File: config.mk
export PLATFORM = sky130hd
export DESIGN_NAME = qspi_icache
export DESIGN_NICKNAME = d
export VERILOG_FILES = /design/src/rtl/qspi_icache.sv
export SDC_FILE = /design/constraint.sdc
export NUM_CORES = 1
export LEC_CHECK = 0
export CORE_ASPECT_RATIO = 1.1
export CORE_MARGIN = 2
export CORE_UTILIZATION = 30
export DETAILED_ROUTE_END_ITERATION = 12
export GPL_ROUTABILITY_DRIVEN = 0
export PLACE_DENSITY = 0.45
export SLEW_MARGIN = 20
export SYNTH_ARGS = -nofsm -noshare
export SYNTH_HDL_FRONTEND = slang
export SYNTH_SLANG_ARGS = --single-unit
File: constraint.sdc
create_clock -name clk -period 7.3 [get_ports clk]
set_clock_uncertainty 0.1 [all_clocks]
set_input_delay 1.825 -clock clk [delete_from_list [all_inputs] [get_ports clk]]
set_output_delay 1.825 -clock clk [all_outputs]
set_load 0.02 [all_outputs]
File: src/rtl/qspi_icache.sv
// rtl/qspi_icache.sv - direct-mapped read-only instruction cache in front of the QSPI controller
// Misses fetch a whole line as nibbles on wstrobe_i; hits answer one cycle after the request.
module qspi_icache #(
  parameter int LINE_LENGTH = 4,
  parameter int PA          = 24,
  parameter int NLINES      = 8
) (
  input  logic                               clk,
  input  logic                               reset,
  input  logic                               ifetch_req,
  input  logic [PA-1:1]                      ifetch_addr,
  input  logic [1:0]                         ifetch_mem,
  output logic                               ifetch_ack,
  output logic [15:0]                        ifetch_data,
  input  logic                               flush,
  output logic                               qspi_req,
  output logic                               qspi_i_d,
  output logic                               qspi_write,
  output logic [1:0]                         qspi_mem,
  output logic [PA-$clog2(LINE_LENGTH)-1:0]  qspi_paddr,
  input  logic                               wstrobe_i,
  input  logic [3:0]                         uio_in
);

  localparam int LW = $clog2(LINE_LENGTH);
  localparam int IW = $clog2(NLINES);
  localparam int TW = PA - LW - IW + 2;
  localparam int LB = 8 * LINE_LENGTH;
  localparam int CW = $clog2(2 * LINE_LENGTH);

  typedef enum logic [1:0] {IDLE, FILL, RESP} state_t;

  state_t           state_q;
  logic [LB-1:0]    line_q [NLINES];
  logic [TW-1:0]    tags_q [NLINES];
  logic [NLINES-1:0] valid_q;
  logic [LB-1:0]    fill_q, fill_d;
  logic [CW-1:0]    cnt_q;
  logic [IW-1:0]    fidx_q;
  logic [TW-1:0]    ftag_q;
  logic [LW-1:0]    foff_q;
  logic             flushed_q;

  logic [PA-1:0]    byte_addr;
  logic [LW-1:0]    off_d;
  logic [IW-1:0]    idx_d;
  logic [TW-1:0]    tag_d;
  logic             hit_d;
  logic             last_d;
  logic [15:0]      hit_word;
  logic [15:0]      fill_word;

  assign qspi_i_d   = 1'b1;
  assign qspi_write = 1'b0;

  assign byte_addr = {ifetch_addr, 1'b0};
  assign off_d     = byte_addr[LW-1:0] >> 1;
  assign idx_d     = byte_addr[LW+IW-1:LW];
  assign tag_d     = {ifetch_mem, byte_addr[PA-1:LW+IW]};
  assign hit_d     = valid_q[idx_d] && (tags_q[idx_d] == tag_d);
  assign last_d    = wstrobe_i && (cnt_q == CW'(2 * LINE_LENGTH - 1));
  assign hit_word  = 16'(line_q[idx_d] >> {off_d, 4'b0000});
  assign fill_word = 16'(fill_q >> {foff_q, 4'b0000});

  // Nibble k lands in byte k>>1; the first nibble of each byte is its high half.
  always_comb begin
    fill_d = fill_q;
    fill_d[{cnt_q[CW-1:1], ~cnt_q[0], 2'b00} +: 4] = uio_in;
  end

  always_ff @(posedge clk) begin
    if (reset) begin
      state_q     <= IDLE;
      ifetch_ack  <= 1'b0;
      ifetch_data <= '0;
      qspi_req    <= 1'b0;
      qspi_mem    <= '0;
      qspi_paddr  <= '0;
      cnt_q       <= '0;
      valid_q     <= '0;
      flushed_q   <= 1'b0;
      fidx_q      <= '0;
      ftag_q      <= '0;
      foff_q      <= '0;
    end else begin
      ifetch_ack <= 1'b0;
      if (flush) valid_q <= '0;
      case (state_q)
        IDLE: begin
          if (ifetch_req && !ifetch_ack) begin
            if (hit_d) begin
              ifetch_ack  <= 1'b1;
              ifetch_data <= hit_word;
            end else begin
              qspi_req   <= 1'b1;
              qspi_paddr <= byte_addr[PA-1:LW];
              qspi_mem   <= ifetch_mem;
              cnt_q      <= '0;
              fidx_q     <= idx_d;
              ftag_q     <= tag_d;
              foff_q     <= off_d;
              flushed_q  <= 1'b0;
              state_q    <= FILL;
            end
          end
        end
        FILL: begin
          if (flush) flushed_q <= 1'b1;
          if (wstrobe_i) begin
            cnt_q <= cnt_q + CW'(1);
            if (last_d) begin
              qspi_req <= 1'b0;
              // A flush seen at any point of the fill leaves the line invalid.
              if (!flush && !flushed_q) valid_q[fidx_q] <= 1'b1;
              state_q <= RESP;
            end
          end
        end
        RESP: begin
          ifetch_ack  <= 1'b1;
          ifetch_data <= fill_word;
          state_q     <= IDLE;
        end
        default: state_q <= IDLE;
      endcase
    end
  end

  always_ff @(posedge clk) begin
    if (state_q == FILL && wstrobe_i) begin
      fill_q <= fill_d;
      if (last_d) begin
        line_q[fidx_q] <= fill_d;
        tags_q[fidx_q] <= ftag_q;
      end
    end
  end

endmodule

### After elaboration in Yosys (flattened, before gate mapping)

Memories as Yosys holds them, arrays and structs flattened.
Cells that the tools add are included.

| operators by class | value |
|---|---|
| $add $sub $neg | 2 |
| magnitude comparators | 3 |
| equal/unequal tests | 10 |
| shift-type cells | 4 |
| mux-type cells | 38 |
| bitwise operators | 3 |
| reductions and logical operators | 18 |

Operator list:

| kind | number |
|---|---|
| $shr 32x5->16 | 2 |
| $mux 8 | 6 |
| $bwmux 32 | 1 |
| $mux 16 | 2 |
| $pmux 16 s2 | 1 |
| $shift 4x7->32 const A | 1 |
| $shiftx 4x7->32 | 1 |
| $eq 21x21->1 | 1 |
| $mux 1 | 14 |
| $ne 2x2->1 const B | 6 |
| $reduce_and 4->1 | 3 |
| $mux 3 | 3 |
| $lt 3x4->1 const B | 2 |
| $mux 2 | 4 |
| $or 8x8->8 | 1 |
| $neg 5->7 | 1 |
| $logic_and 1x1->1 | 6 |
| $pmux 1 s2 | 3 |
| $pmux 3 s2 | 1 |
| $reduce_and 3->1 | 2 |
| $reduce_and 5->1 | 1 |
| $pmux 2 s2 | 1 |
| $reduce_bool 2->1 | 2 |
| $add 3x1->3 const B | 1 |
| 9 further kinds | 12 |

| storage, ports and cells | value |
|---|---|
| bits in registers | 113 |
| RAM bits | 424 |
| input bits | 34 |
| output and inout bits | 44 |
| logic and storage cells | 93 |
| memories | 2 |

Memories:

| name | words | bits a word | rd ports | clocked after Yosys merged registers in | write ports | RTL line | RTL |
|---|---|---|---|---|---|---|---|
| line_q | 8 | 32 | 1 | 0 | 1 | 34 | `logic [LB-1:0] line_q [NLINES];` |
| tags_q | 8 | 21 | 1 | 0 | 1 | 35 | `logic [TW-1:0] tags_q [NLINES];` |

### Logic depth before layout (Yosys ltp)

| logic depth | value |
|---|---|
| word-level depth | 9 |
| depth in mapped cells | 13 |
| depth with buffers taken out | 8 |

### Least setup slack after synthesis

Ideal clock, no wire load.

| path | value |
|---|---|
| path kind | input-to-reg |
| start | input wstrobe_i |
| end | memory line_q[5][0] in the netlist's numbering (enable) |
| library setup time | 0.529 ns |
| data arrival time | 6.615 ns |
| data required time | 6.671 ns |
| path slack | 0.056 ns |
| cell stages on the path | 4 |
| path buffers | 0 |
| path through | nand2_1 inv_1 nand2_1 nor3_1 |

| on the way | value |
|---|---|
| longest elaborated chain between the ends | 4 |
| elaborated cells on any way between the ends | 5 |
| those cells by class | 3 x mux; 2 x reduce/logical |

Ends and longest elaborated chain:

| what | RTL line | RTL |
|---|---|---|
| start: declaration | 21 | `input logic wstrobe_i,` |
| $logic_and 1x1->1 | 61 | `assign last_d = wstrobe_i && (cnt_q == CW'(2 * LINE_LENGTH - 1));` |
| $mux 1 | 132 | `if (last_d) begin` |
| $mux 1 * | 130 | `if (state_q == FILL && wstrobe_i) begin` |
| $mux 1 (implied by the code) * | 133 | `line_q[fidx_q] <= fill_d;` |
| end: declaration | 34 |  |

Every way passes the cells marked *; elsewhere a longest branch is shown, timed or not.

### Worst setup path in the final report

| path | value |
|---|---|
| start | input ifetch_addr[4] in the netlist's numbering |
| end | register qspi_paddr[20] |

| on the way | value |
|---|---|
| longest elaborated chain between the ends | 5 |
| elaborated cells on any way between the ends | 7 |
| those cells by class | 1 x eq/ne; 2 x mux; 1 x bitwise; 2 x reduce/logical; 1 x memory |

Ends and longest elaborated chain:

| what | RTL line | RTL |
|---|---|---|
| start: declaration | 11 | `input logic [PA-1:1] ifetch_addr,` |
| $mem_v2 8x21 or $bmux 1 s3 (tied branches) | -- |  |
| $eq 21x21->1 or $mux 1 (tied branches) | 60 | `assign hit_d = valid_q[idx_d] && (tags_q[idx_d] == tag_d);` |
| $logic_and 1x1->1 * | 60 |  |
| $not 1->1 (no source line) * | -- |  |
| $reduce_and 3->1 (no source line) * | -- |  |
| end signal: assignment | 96 | `qspi_paddr <= byte_addr[PA-1:LW];` |
| end: declaration | 20 | `output logic [PA-$clog2(LINE_LENGTH)-1:0] qspi_paddr,` |

Every way passes the cells marked *; elsewhere a longest branch is shown, timed or not. The select of a mux whose other input is x is not followed.
A chain may end at the register's enable or synchronous reset.

==> results.py <==
metrics = {
    "outcome": {
        "run_status": "completed",
    },
    "clock_tree": {
        "cts_post_setup_buffers_inserted": 0,
        "clock_insertion_delay_worst_skew_ns": 0.61,
        "cts_max_path_buffers": 3,
        "cts_hold_repair.buffers": 0,
        "cts_buffers": 57,
        "cts.repair.resized": 0,
        "cts_root_buf": "sky130_fd_sc_hd__clkbuf_16",
        "tritoncts": "done",
        "clkSinkCount": 513,
        "htree_levels": 2,
        "clkTransAtPathRegs_ns": 0.06,
    },
    "die": {
        "chipWidth_um": 252,
        "floorplan.die.height_um": 277,
        "core_area_um2": 67400,
        "die_area_um2": 70000,
        "top_level_ports": 78,
        "fp-row-count": 100,
        "initial_utilization_pct": 30.2,
    },
    "timing": {
        "hold_viol": 0,
        "finalWorstSetupSlack_ns": 2.17,
        "fin_setup_tns_ns": 0,
        "timing.slew.headroom_pct": 24.9,
        "layout_min_cycle_time_ns": 5.13,
        "worst_pin_slew_ns": 1.12,
        "final.period_utilization_pct": 70.3,
        "slew_violations": 0,
        "timing.fmax_mhz": 195,
        "grt_setup_unrepaired": "false",
        "finalSetupViolations": 0,
    },
    "final_layout": {
        "share_of_layout_cells_above_drive_strength_1_pct": 22.7,
        "layout.nets": 1202,
        "n_antenna_cell": 0,
        "layout.filler_cells": 6286,
        "area_delta_synth_final_pct": 17.7,
    },
    "synth": {
        "synth-xor-area-share_pct": 0.516,
        "mappedNetlistNets": 1102,
        "synthTopCellsByArea": "sky130_fd_sc_hd__edfxtp_1 (67%), sky130_fd_sc_hd__mux4_2 (11%), sky130_fd_sc_hd__dfxtp_1 (5.6%), sky130_fd_sc_hd__mux2i_1 (4.2%), sky130_fd_sc_hd__mux2_2 (2.2%)",
        "compound_cell_area_share_of_the_yosys_netlist_pct": 3.05,
        "synthesis.area_um2": 20400,
        "yosys_top_cell_by_area": "sky130_fd_sc_hd__edfxtp_1",
        "post_synth_edffs": 456,
        "synth.top_cells.by_count": "sky130_fd_sc_hd__edfxtp_1 (456), sky130_fd_sc_hd__mux4_2 (99), sky130_fd_sc_hd__mux2i_1 (85)",
        "synth_sequential_area_ratio_pct": 72.8,
        "yosysWarnings": 0,
        "muxShareOfSynthArea_pct": 17.7,
        "yosys.area_share.simple_pct": 3.99,
        "yosys.cell_types.count": 56,
        "yosysMostFrequentCell": "sky130_fd_sc_hd__edfxtp_1",
        "ys_seq_elements": 513,
        "synth_top_area_share_pct": 67.2,
        "ys_async_sr_fraction_pct": 0,
        "ys_dominant_reg_cell": "sky130_fd_sc_hd__edfxtp_1",
        "avgSynthCellArea_um2": 19.1,
        "synthAdderAreaFrac_pct": 0.246,
        "main_combinational_cell_family_by_area_after_synthesis": "multiplexers",
        "syn_inst": 1064,
    },
    "critical_path": {
        "critPathLaunch": "ifetch_addr[4]",
        "biggest_fanout_along_the_worst_timing_path": 30,
        "cp.arrival_ns": 5.49,
        "critical_path_required_ns": 7.66,
        "cell_occurring_most_often_along_the_worst_timing_path": "sky130_fd_sc_hd__buf_4",
        "timing_worst_setup_path_type": "in2reg",
        "worst_r2r_startpoint": "tags_q[5][13]",
        "end_kind": "flip-flop",
        "start_kind": "primary input",
        "slowest_stage": "sky130_fd_sc_hd__buf_2",
        "timing.critical_path.cells": "buf_2 -> buf_4 -> mux2_2 -> nor3b_1 -> or4_1 -> o211ai_1 -> nor4_4 -> a31oi_4 -> buf_4 -> mux2i_1 -> nor2_1",
        "critPathMaxStageDelay_ns": 0.76,
        "ff2ff_setup_slack_ns": 4.08,
    },
    "pwr": {
        "power.net_switching_mw": 1.36,
        "power.static_leakage_nw": 7.67,
        "cellPowerDensity_nw_per_um2": 263,
        "p_int_mw": 4.95,
        "share_comb_of_total_power_pct": 5.1,
        "worst_ir_drop_vdd_mv": 0.159,
        "switching_share_pct": 21.5,
        "power.sequential.fraction_pct": 51.4,
        "clock_power_share_pct": 43.5,
    },
    "route": {
        "detailroute.via_count": 10200,
        "met2RoutedLength_um": 23900,
        "drt_first_pass_iters": 4,
        "maxUsedRoutingLayer": "met5",
        "met3_wirelength_um": 2220,
        "post-route-drc-count": 0,
        "violation_count_after_the_first_detailed_routing_iteration": 784,
        "via_per_inst": 4.93,
        "m1WireLength_um": 23100,
        "postRouteWirelength_um": 50100,
        "route.detailed.wl_per_inst_um": 24.1,
        "antenna_left": 0,
    },
    "grt": {
        "number_of_antenna_violations_at_the_first_check_in_global_routing": 2,
        "gr-usage-all-layers_pct": 14.4,
        "grt_max_degree": 71,
        "first_global_vias": 10700,
        "grt_pass1_wl_um": 73900,
        "global_route.overflow_total": 0,
    },
    "place": {
        "hpwl_um": 28600,
        "placement.setup.worst_slack_ns": 1.45,
        "number_of_buffer_cells_added_on_primary_ports": 75,
    },
    "worst_hold_path": {
        "min-delay-path-class": "reg2reg",
        "min_from": "valid_q[7]",
    },
    "run": {
        "drv.max_cap_violation_count": 0,
    },
}
==> power groups by stage <==
| stage | Clock (mW) | Sequential, mW | Combinational, mW |
|---|---|---|---|
| after floorplan | 0 | 3.30 | 0.208 |
| after global placement | 0 | 3.31 | 0.329 |
| after detailed placement | 0 | 3.31 | 0.332 |
| after CTS | 2.82 | 3.24 | 0.332 |
| after global routing | 2.94 | 3.25 | 0.351 |
| final | 2.74 | 3.24 | 0.323 |
==> kinds of logic after synthesis <==
kind of cell,count (synthesis)
simple gates,150
xor+xnor,12
compound gates,87
fa+ha+maj,4
buf+inv,68
other cells,2
mux,228
flops,513
==> metrics by stage <==
step / cell area, um^2 / hold WS [ns] / util (%) / power (mW) / instances
6_report: 24000 / 0.354 / 35.5 / 6.31 / 2077
3_5_place_dp: 22200 / 0.351 / 32.9 / 3.64 / 1971
2_1_floorplan: 20400 / 0.330 / - / 3.51 / 1064
4_1_cts: 23900 / 0.359 / 35.5 / 6.39 / 2076
5_1_grt: 24000 / 0.379 / 35.5 / 6.53 / 2077
3_3_place_gp: 22200 / 0.340 / 32.9 / 3.63 / 1970
==> worst max-delay path, delay by kind of cell <==
| family | cells | cell delay [ns] |
|---|---|---|
| multiplexers | 2 | 0.48 |
| AO/OA/AOI/OAI | 2 | 0.71 |
| buffers and inverters | 3 | 1.71 |
| AND/OR/NAND/NOR | 4 | 0.73 |
==> state kept, by name, indices dropped and copies added, names as in the netlist <==
register / count
fill_q: 32
cnt_q: 3
ftag_q: 1
qspi_paddr: 21
foff_q: 1
state_q: 2
qspi_req: 1
ifetch_data: 16
flushed_q: 1
line_q: 256
valid_q: 8
ifetch_ack: 1
qspi_mem: 2
tags_q: 168
==> cell type report <==
type | count | area [um^2] | share of cell area [%]
Multi-Input combinational cell | 483 | 5270 | 22.0
Clock inverter | 29 | 249 | 1.04
Tap cell | 867 | 1080 | 4.53
Clock buffer | 76 | 1520 | 6.33
Inverter | 7 | 26.3 | 0.110
Sequential cell | 513 | 14800 | 61.9
Timing Repair Buffer | 102 | 987 | 4.12
==> layout by cell type (no fill, tap or decap), drive strengths merged, types with 17 or more instances in the layout <==
| cell | Yosys | layout |
|---|---|---|
| clkbuf | 27 | 76 |
| mux2i | 85 | 85 |
| nor2 | 68 | 68 |
| clkinv | 0 | 20 |
| o31ai | 17 | 17 |
| edfxtp | 456 | 456 |
| dfxtp | 57 | 57 |
| mux2 | 43 | 43 |
| clkdlybuf4s50 | 0 | 71 |
| a21oi | 30 | 30 |
| buf | 34 | 31 |
| mux4 | 100 | 100 |
==> metal layers <==
metal / vias up / GRT usage [%]
met5: - / 0
met4: 4 / 3.82
met3: 63 / 2.68
met2: 213 / 23.1
met1: 5441 / 20.0
li1: 4523 / -
==> final timing paths <==
check | end | cells past startpoint
worst min register to register | valid_q[7] | 2
worst max register to register | ifetch_data[1] | 8
worst max-delay path | qspi_paddr[20] | 11
worst min-delay path | valid_q[7] | 2
Power figures use the tool's default switching activity.
